## src/rtl/uart_rx_fifo_pkg.sv

```systemverilog
// Controller-visible constants shared between the RX byte buffer and the UART controller.
// Status bit positions and register offsets for the RX side of the memory map.
package uart_rx_fifo_pkg;

    localparam int unsigned RX_STAT_VALID   = 0;
    localparam int unsigned RX_STAT_BREAK   = 2;
    localparam int unsigned RX_STAT_OVERRUN = 3;
    localparam int unsigned RX_STAT_IRQ     = 4;

    localparam logic [7:0] RXDATA_OFFSET = 8'h08;
    localparam logic [7:0] RXCTRL_OFFSET = 8'h0C;

endpackage

```

## src/rtl/uart_rx_fifo.sv

```systemverilog
// Receive-side FWFT byte FIFO between uart_rx and the UART controller, with sticky
// overrun/break status and a level-threshold interrupt.
module uart_rx_fifo
    import uart_rx_fifo_pkg::*;
#(
    parameter int unsigned DEPTH     = 16,
    parameter int unsigned WIDTH     = 8,
    parameter int unsigned THRESHOLD = 8
) (
    input  logic                     clk,
    input  logic                     rst_n,
    input  logic                     in_valid,
    input  logic [WIDTH-1:0]         in_data,
    input  logic                     in_break,
    input  logic                     rd_en,
    input  logic                     flush,
    input  logic                     clr_status,
    output logic [WIDTH-1:0]         out_data,
    output logic                     out_valid,
    output logic                     full,
    output logic [$clog2(DEPTH):0]   level,
    output logic                     overrun,
    output logic                     brk,
    output logic                     irq_level
);

    localparam int unsigned AW = $clog2(DEPTH);
    localparam logic [AW:0] DEPTH_C  = (AW+1)'(DEPTH);
    localparam logic [AW:0] THRESH_C = (AW+1)'(THRESHOLD);

    logic [WIDTH-1:0] mem [DEPTH];
    logic [AW-1:0]    wr_ptr;
    logic [AW-1:0]    rd_ptr;
    logic [AW:0]      count;
    logic [AW:0]      next_count;
    logic             brk_q;
    logic             pop_ok;
    logic             push_ok;
    logic             overrun_set;
    logic             brk_set;

    assign out_valid   = (count != '0);
    assign full        = (count == DEPTH_C);
    assign level       = count;
    assign out_data    = out_valid ? mem[rd_ptr] : '0;

    // A pop in the same cycle frees a slot, so a byte arriving while full is still accepted.
    assign pop_ok      = rd_en && out_valid;
    assign push_ok     = in_valid && (!full || pop_ok);
    assign overrun_set = in_valid && full && !pop_ok;
    assign brk_set     = in_break && !brk_q;

    always_comb begin
        next_count = count;
        if (flush) begin
            next_count = '0;
        end else if (push_ok && !pop_ok) begin
            next_count = count + (AW+1)'(1);
        end else if (pop_ok && !push_ok) begin
            next_count = count - (AW+1)'(1);
        end
    end

    always_ff @(posedge clk or negedge rst_n) begin
        if (!rst_n) begin
            wr_ptr    <= '0;
            rd_ptr    <= '0;
            count     <= '0;
            irq_level <= 1'b0;
            overrun   <= 1'b0;
            brk       <= 1'b0;
            brk_q     <= 1'b0;
        end else begin
            count     <= next_count;
            irq_level <= (next_count >= THRESH_C);
            brk_q     <= in_break;
            if (flush) begin
                wr_ptr <= '0;
                rd_ptr <= '0;
            end else begin
                if (push_ok) wr_ptr <= wr_ptr + AW'(1);
                if (pop_ok)  rd_ptr <= rd_ptr + AW'(1);
            end
            // Set events take priority over a clear in the same cycle.
            if (overrun_set)     overrun <= 1'b1;
            else if (clr_status) overrun <= 1'b0;
            if (brk_set)         brk <= 1'b1;
            else if (clr_status) brk <= 1'b0;
        end
    end

    always_ff @(posedge clk) begin
        if (push_ok && !flush) mem[wr_ptr] <= in_data;
    end

endmodule

```

## config.mk

```make
export PLATFORM = sky130hd
export DESIGN_NAME = uart_rx_fifo
export DESIGN_NICKNAME = d
export VERILOG_FILES = /design/src/rtl/uart_rx_fifo_pkg.sv /design/src/rtl/uart_rx_fifo.sv
export SDC_FILE = /design/constraint.sdc
export NUM_CORES = 1
export LEC_CHECK = 0
export ABC_AREA = 1
export BUFFER_PORTS_ARGS = -buffer_cell sky130_fd_sc_hd__buf_2
export CAP_MARGIN = 15
export CORE_MARGIN = 2
export CORE_UTILIZATION = 61
export DETAILED_ROUTE_END_ITERATION = 10
export PLACE_DENSITY = 0.8
export SLEW_MARGIN = 5
export SYNTH_ARGS = -nofsm -noshare
export SYNTH_HDL_FRONTEND = slang
export SYNTH_SLANG_ARGS = --single-unit
```

## constraint.sdc

```tcl
create_clock -name clk -period 3.15 [get_ports clk]
set_input_delay 0.63 -clock clk [delete_from_list [all_inputs] [get_ports clk]]
set_output_delay 0.63 -clock clk [all_outputs]
set_load 0.01 [all_outputs]
```

# Yosys cells after proc, flatten, opt, wreduce, memory -nomap -nowiden
# Memories as Yosys holds them, arrays and structs flattened.
# Cells that the tools add are included.
# totals
regBits	17
mem_bits_rw	128
input_bits	15
output_inout_bits	18
wordCells	46
n_memories	1
# classes
addsub	4
order_cmp	1
eq_ne	1
muxes	13
n_reduce_logical	19
# memory_table
memory	words	width	read_ports	rd_clocked_by_memory_dff	write_ports	line_no	source
mem	16	8	1	0	1	uart_rx_fifo.sv:31	logic [WIDTH-1:0] mem [DEPTH];
# ops
op	n
$mux 4	4
$mux 5	3
$add 4x1->4 const B	2
$logic_and 1x1->1	8
$mux 8	1
$reduce_bool 2->1	4
$add 5x1->5 const B	1
$eq 5x5->1 const B	1
$ge 5x4->1 const B	1
$logic_not 1->1	5
$mux 1	5
$reduce_bool 5->1	1
$sub 5x1->5 const B	1
$logic_or 1x1->1	1

# Longest topological paths before layout
# depth
word_depth	10
depth_mapped	10
mapped_depth_nobuf	10

# Worst setup path after synthesis
# Ideal clock, no wire load.
# synth_timing
path_kind	register to register
from	reg count[0], in the netlist level[0]
to	mem mem[11][0] (enable)
setup_ps	383
t_arrival_ps	1947
required_ps	2767
path_slack_ps	819
stages_incl_launch_ff	10
n_path_buf	0
period_less_slack_ps	2331
cell_sequence	dfrtp_1 -> inv_1 -> ha_1 -> nand3_4 -> inv_2 -> nand2_4 -> nand2_2 -> nor2_4 -> inv_2 -> nor3_1
# synth_via
elab_chain_cells	7
elab_cells_between_ends	9
classes_between	eq/ne: 1; mux: 2; reduce/logical: 6
# synth_lines
element	line_no	source
from (decl)	uart_rx_fifo.sv:34	logic [AW:0] count;
from (signal assigned)	uart_rx_fifo.sv:74	count <= next_count;
$eq 5x5->1	uart_rx_fifo.sv:43	assign full = (count == DEPTH_C);
via full	uart_rx_fifo.sv:20	output logic full,
$logic_not 1->1	uart_rx_fifo.sv:49	assign push_ok = in_valid && (!full || pop_ok);
$logic_or 1x1->1	uart_rx_fifo.sv:49	
$logic_and 1x1->1	uart_rx_fifo.sv:49	
$logic_and 1x1->1	uart_rx_fifo.sv:93	if (push_ok && !flush) mem[wr_ptr] <= in_data;
$mux 1	uart_rx_fifo.sv:93	
$mux 1 (implied by the code)	uart_rx_fifo.sv:93	
to (decl)	uart_rx_fifo.sv:31	
# The timed path passes the listed nets, and every way through them passes these cells.

# Worst setup path after layout
# layout_timing
from	reg rd_ptr[0]
to	out out_data[2]
# layout_via
elab_chain_cells	2
# layout_lines
element	line_no	source
from (decl)	uart_rx_fifo.sv:33	logic [AW-1:0] rd_ptr;
from (signal assigned)	uart_rx_fifo.sv:82	if (pop_ok) rd_ptr <= rd_ptr + AW'(1);
$mem_v2 16x8	-	
$mux 8	uart_rx_fifo.sv:45	assign out_data = out_valid ? mem[rd_ptr] : '0;
to (decl)	uart_rx_fifo.sv:18	output logic [WIDTH-1:0] out_data,
# No other way between the ends.

==> metrics.txt <==
status complete, no violations; PortBufs 32; final antenna-violating net count 0; DR WL/cell 19.1 µm; CP Max Fanout 32; Inst Count DP between 700 and 800; Chip Height between 100 and 150 µm; vias around 4,500; Peak supply drop between 600 and 700 µV; mux contribution to synthesized area 0%; synth top area cells edfxtp_1 61%, nand2_1 12%, nand3_1 8.5%, dfrtp_1 6.8%, inv_1 1.6%; Mapped Nets roughly 600; pins over their slew limit 0; Setup CP Type flop to output pin; gr usage total 28.2%; Pwr Density 701 nW/µm²; ANT cells 0; vias in the first global route about 4,300; CTS tree yes; # setup viols final 0; core area a little under 10,000 µm²; top_reg_cell synth edfxtp_1; largest area contributor in the netlist edfxtp_1; pin count of the biggest net entering global routing 37; # DRC 0; Critical Path Sink Type output pin; Hold-fix buffers, CTS 0; FF-to-FF setup slack slightly above 0.6 ns; Remaining Overflow, GRT 0; most frequent cell after synthesis nand2_1; Max Clk Rate ~340 MHz; post-synthesis sequential area ratio between 60% and 70%; first-pass GRT wire length 23,000 µm; cell repeated most along the worst path nand2_1; Synth cell types 26; DP HPWL a little over 9000 µm; initial core utilization 63.5%; FFs w/ async S/R, synth 11.7%; hold_ws 0.0235 ns; Final Hold Fails 0; root buf cell clkbuf_8; Worst-Margin Slew roughly 0.82 ns; Worst Skew 0.00761 ns; Post-Syn Instances between 500 and 600; DR vias/cell roughly 5.9; number of flops mapped to enable cells by yosys roughly 130; post-synthesis average cell area 10.9 µm²; LEAKAGE roughly 2.8 nW; final std cells w/o fill approximately 760; Post-Syn Area between 6000 and 7000 µm²; P&R area growth vs syn 14.7%; Yosys top cell area share 61.4%; CP max stage cell dfrtp_2; setup TNS 0 ns; Num CTS Buffers 17; fill count ~650; routability cong. about 0.9; Initial DRC Count 574; Worst setup SP type flop; Hold WC Path Type input pin to asynchronous set/reset pin; Place WS 0.583 ns; RSZ-0062 raised after global routing false; Max Cap Viol 0; main combinational cell family by area after synthesis simple AND/OR/NAND/NOR gates; area share of and/or/nand/nor cells after synthesis a little under a quarter; H-tree Lvls 4; min Tclk post-route between 2 and 3 ns; sequence of cells on the critical path clkinv_2 > buf_12 > nand2_1 > nand3_1 > nand3_1 > nand2_1 > nand2_1 > a21oi_1 > buf_2; relative slew slack between 40% and 50%; Clock Latency Late Sink ~0.53 ns; Die ar. ~11,000 µm²; clock sink total 145; chip width roughly 110 µm; Synth Area in Adders under 10%; Worst Reg2Reg Path Length in Cells 9; CP Data Arrival Time ~2.4 ns; Final #Nets around 640; clock-pin slew on the worst setup and hold paths 0.06 ns; flops & latches, synth 145; YS warnings 0; worst stage delay on the critical path roughly 0.42 ns; Worst Path Required ~2.5 ns; num rows 36; Max Buffers Root-to-Sink 2; Pre-antenna DRT Iters 5; Final Cycle Share 94.5%; IO Pins 33; post-synthesis compound-gate area fraction under 10%; initial antenna violation count 0; Synth Area in XOR/XNOR less than 1%; Routed WL ~15,000 µm; final worst slack approximately 0.17 ns; share of layout cells above drive strength 1 between 10% and 20%; Synth top cells by count 195 x nand2_1, 128 x edfxtp_1, 106 x nand3_1
==> critical path: cells and delay by family (launching register included) <==
kind                   cells  cell delay [ns]
AND/OR/NAND/NOR            5             0.43
buffers and inverters      3             0.69
AO/OA/AOI/OAI              1             0.27
flip-flops                 1             0.42
==> cell type report <==
cell class,instances,area (µm²),area share [%]
Inverter,31,118,1.64
Clock inverter,9,131,1.83
Sequential cell,145,4270,59.4
Multi-Input combinational cell,373,1740,24.2
Timing Repair Buffer,48,293,4.08
Tap cell,133,166,2.32
Clock buffer,23,467,6.50
==> path summary, 6_finish.rpt <==
kind / startpoint / endpoint
min in group clk: in_break / brk_q$_DFF_PN0_
max in group asynchronous: rst_n / rd_ptr[0]$_DFFE_PN0P_
setup reg to reg: level[0]$_DFF_PN0_ / mem[0][7]$_DFFE_PP_
hold / removal: rst_n / level[4]$_DFF_PN0_
hold reg to reg: brk_q$_DFF_PN0_ / brk$_DFFE_PN0P_
setup / recovery: rd_ptr[0]$_DFFE_PN0P_ / out_data[2]
==> power by group <==
| group | switching, W | total [W] | internal, W |
|---|---|---|---|
| sequential | 0.0000389 | 0.00217 | 0.00213 |
| clock | 0.000735 | 0.00200 | 0.00127 |
| combinational | 0.000593 | 0.000858 | 0.000265 |
| total | 0.00137 | 0.00503 | 0.00367 |
==> per-stage QoR <==
stage	util, %	power (W)	cell area, µm²
final	72.8	0.00503	7180
after global routing	72.8	0.00523	7180
after CTS	72.8	0.00504	7180
after detailed placement	66.8	0.00305	6590
after global placement	66.8	0.00303	6590
after floorplan	-	0.00277	6260
==> state kept, by name, summed over array words and instances, names as in the netlist <==
| register | flops |
|---|---|
| brk_q | 1 |
| brk | 1 |
| mem | 128 |
| wr_ptr | 4 |
| rd_ptr | 4 |
| level | 5 |
| overrun | 1 |
| irq_level | 1 |
==> logic make-up (layout without fill, tap and decap cells) <==
family                     after synthesis  count (layout)
and+or+nand+nor                        339             339
DFF                                    145             145
buffers and inverters                   57             111
AOI/OAI and AO/OA                       24              24
adders and majority gates                7               7
xor gates and xnor gates                 3               3
==> routing by layer <==
| metal | track usage [%] | share of wire, % |
|---|---|---|
| met1 | 39.7 | 40 |
| met2 | 41.4 | 47 |
| met3 | 9.65 | 9.8 |
| met4 | 9.90 | 2.4 |
| met5 | 0 | 0 |
==> timing repair <==
item	CTS	global route
setup buffers	0	0
gates resized for setup	0	1
setup endpoints to repair	0	3
==> cells in the final DEF (no fill, tap or decap) <==
cell	count
nand2_1	195
o21ai_0	8
clkinv_2	3
nand2_4	1
buf_4	15
nand3_4	3
clkbuf_16	16
clkbuf_1	3
bufinv_16	3
clkinvlp_4	3
nor2_1	15
inv_2	2
nand4_1	4
buf_2	32
a21oi_1	13
xor2_1	3
nand2_2	2
clkinv_4	1
o22ai_1	2
nand3_2	1
nor2_4	2
edfxtp_1	128
dfrtp_1	16
ha_1	7
clkbuf_8	4
o21ai_1	1
inv_1	25
nand3_1	106
dfrtp_2	1
buf_12	1
clkinv_1	3
nor3_1	10
Note: power is estimated with default switching activity, not from simulation.
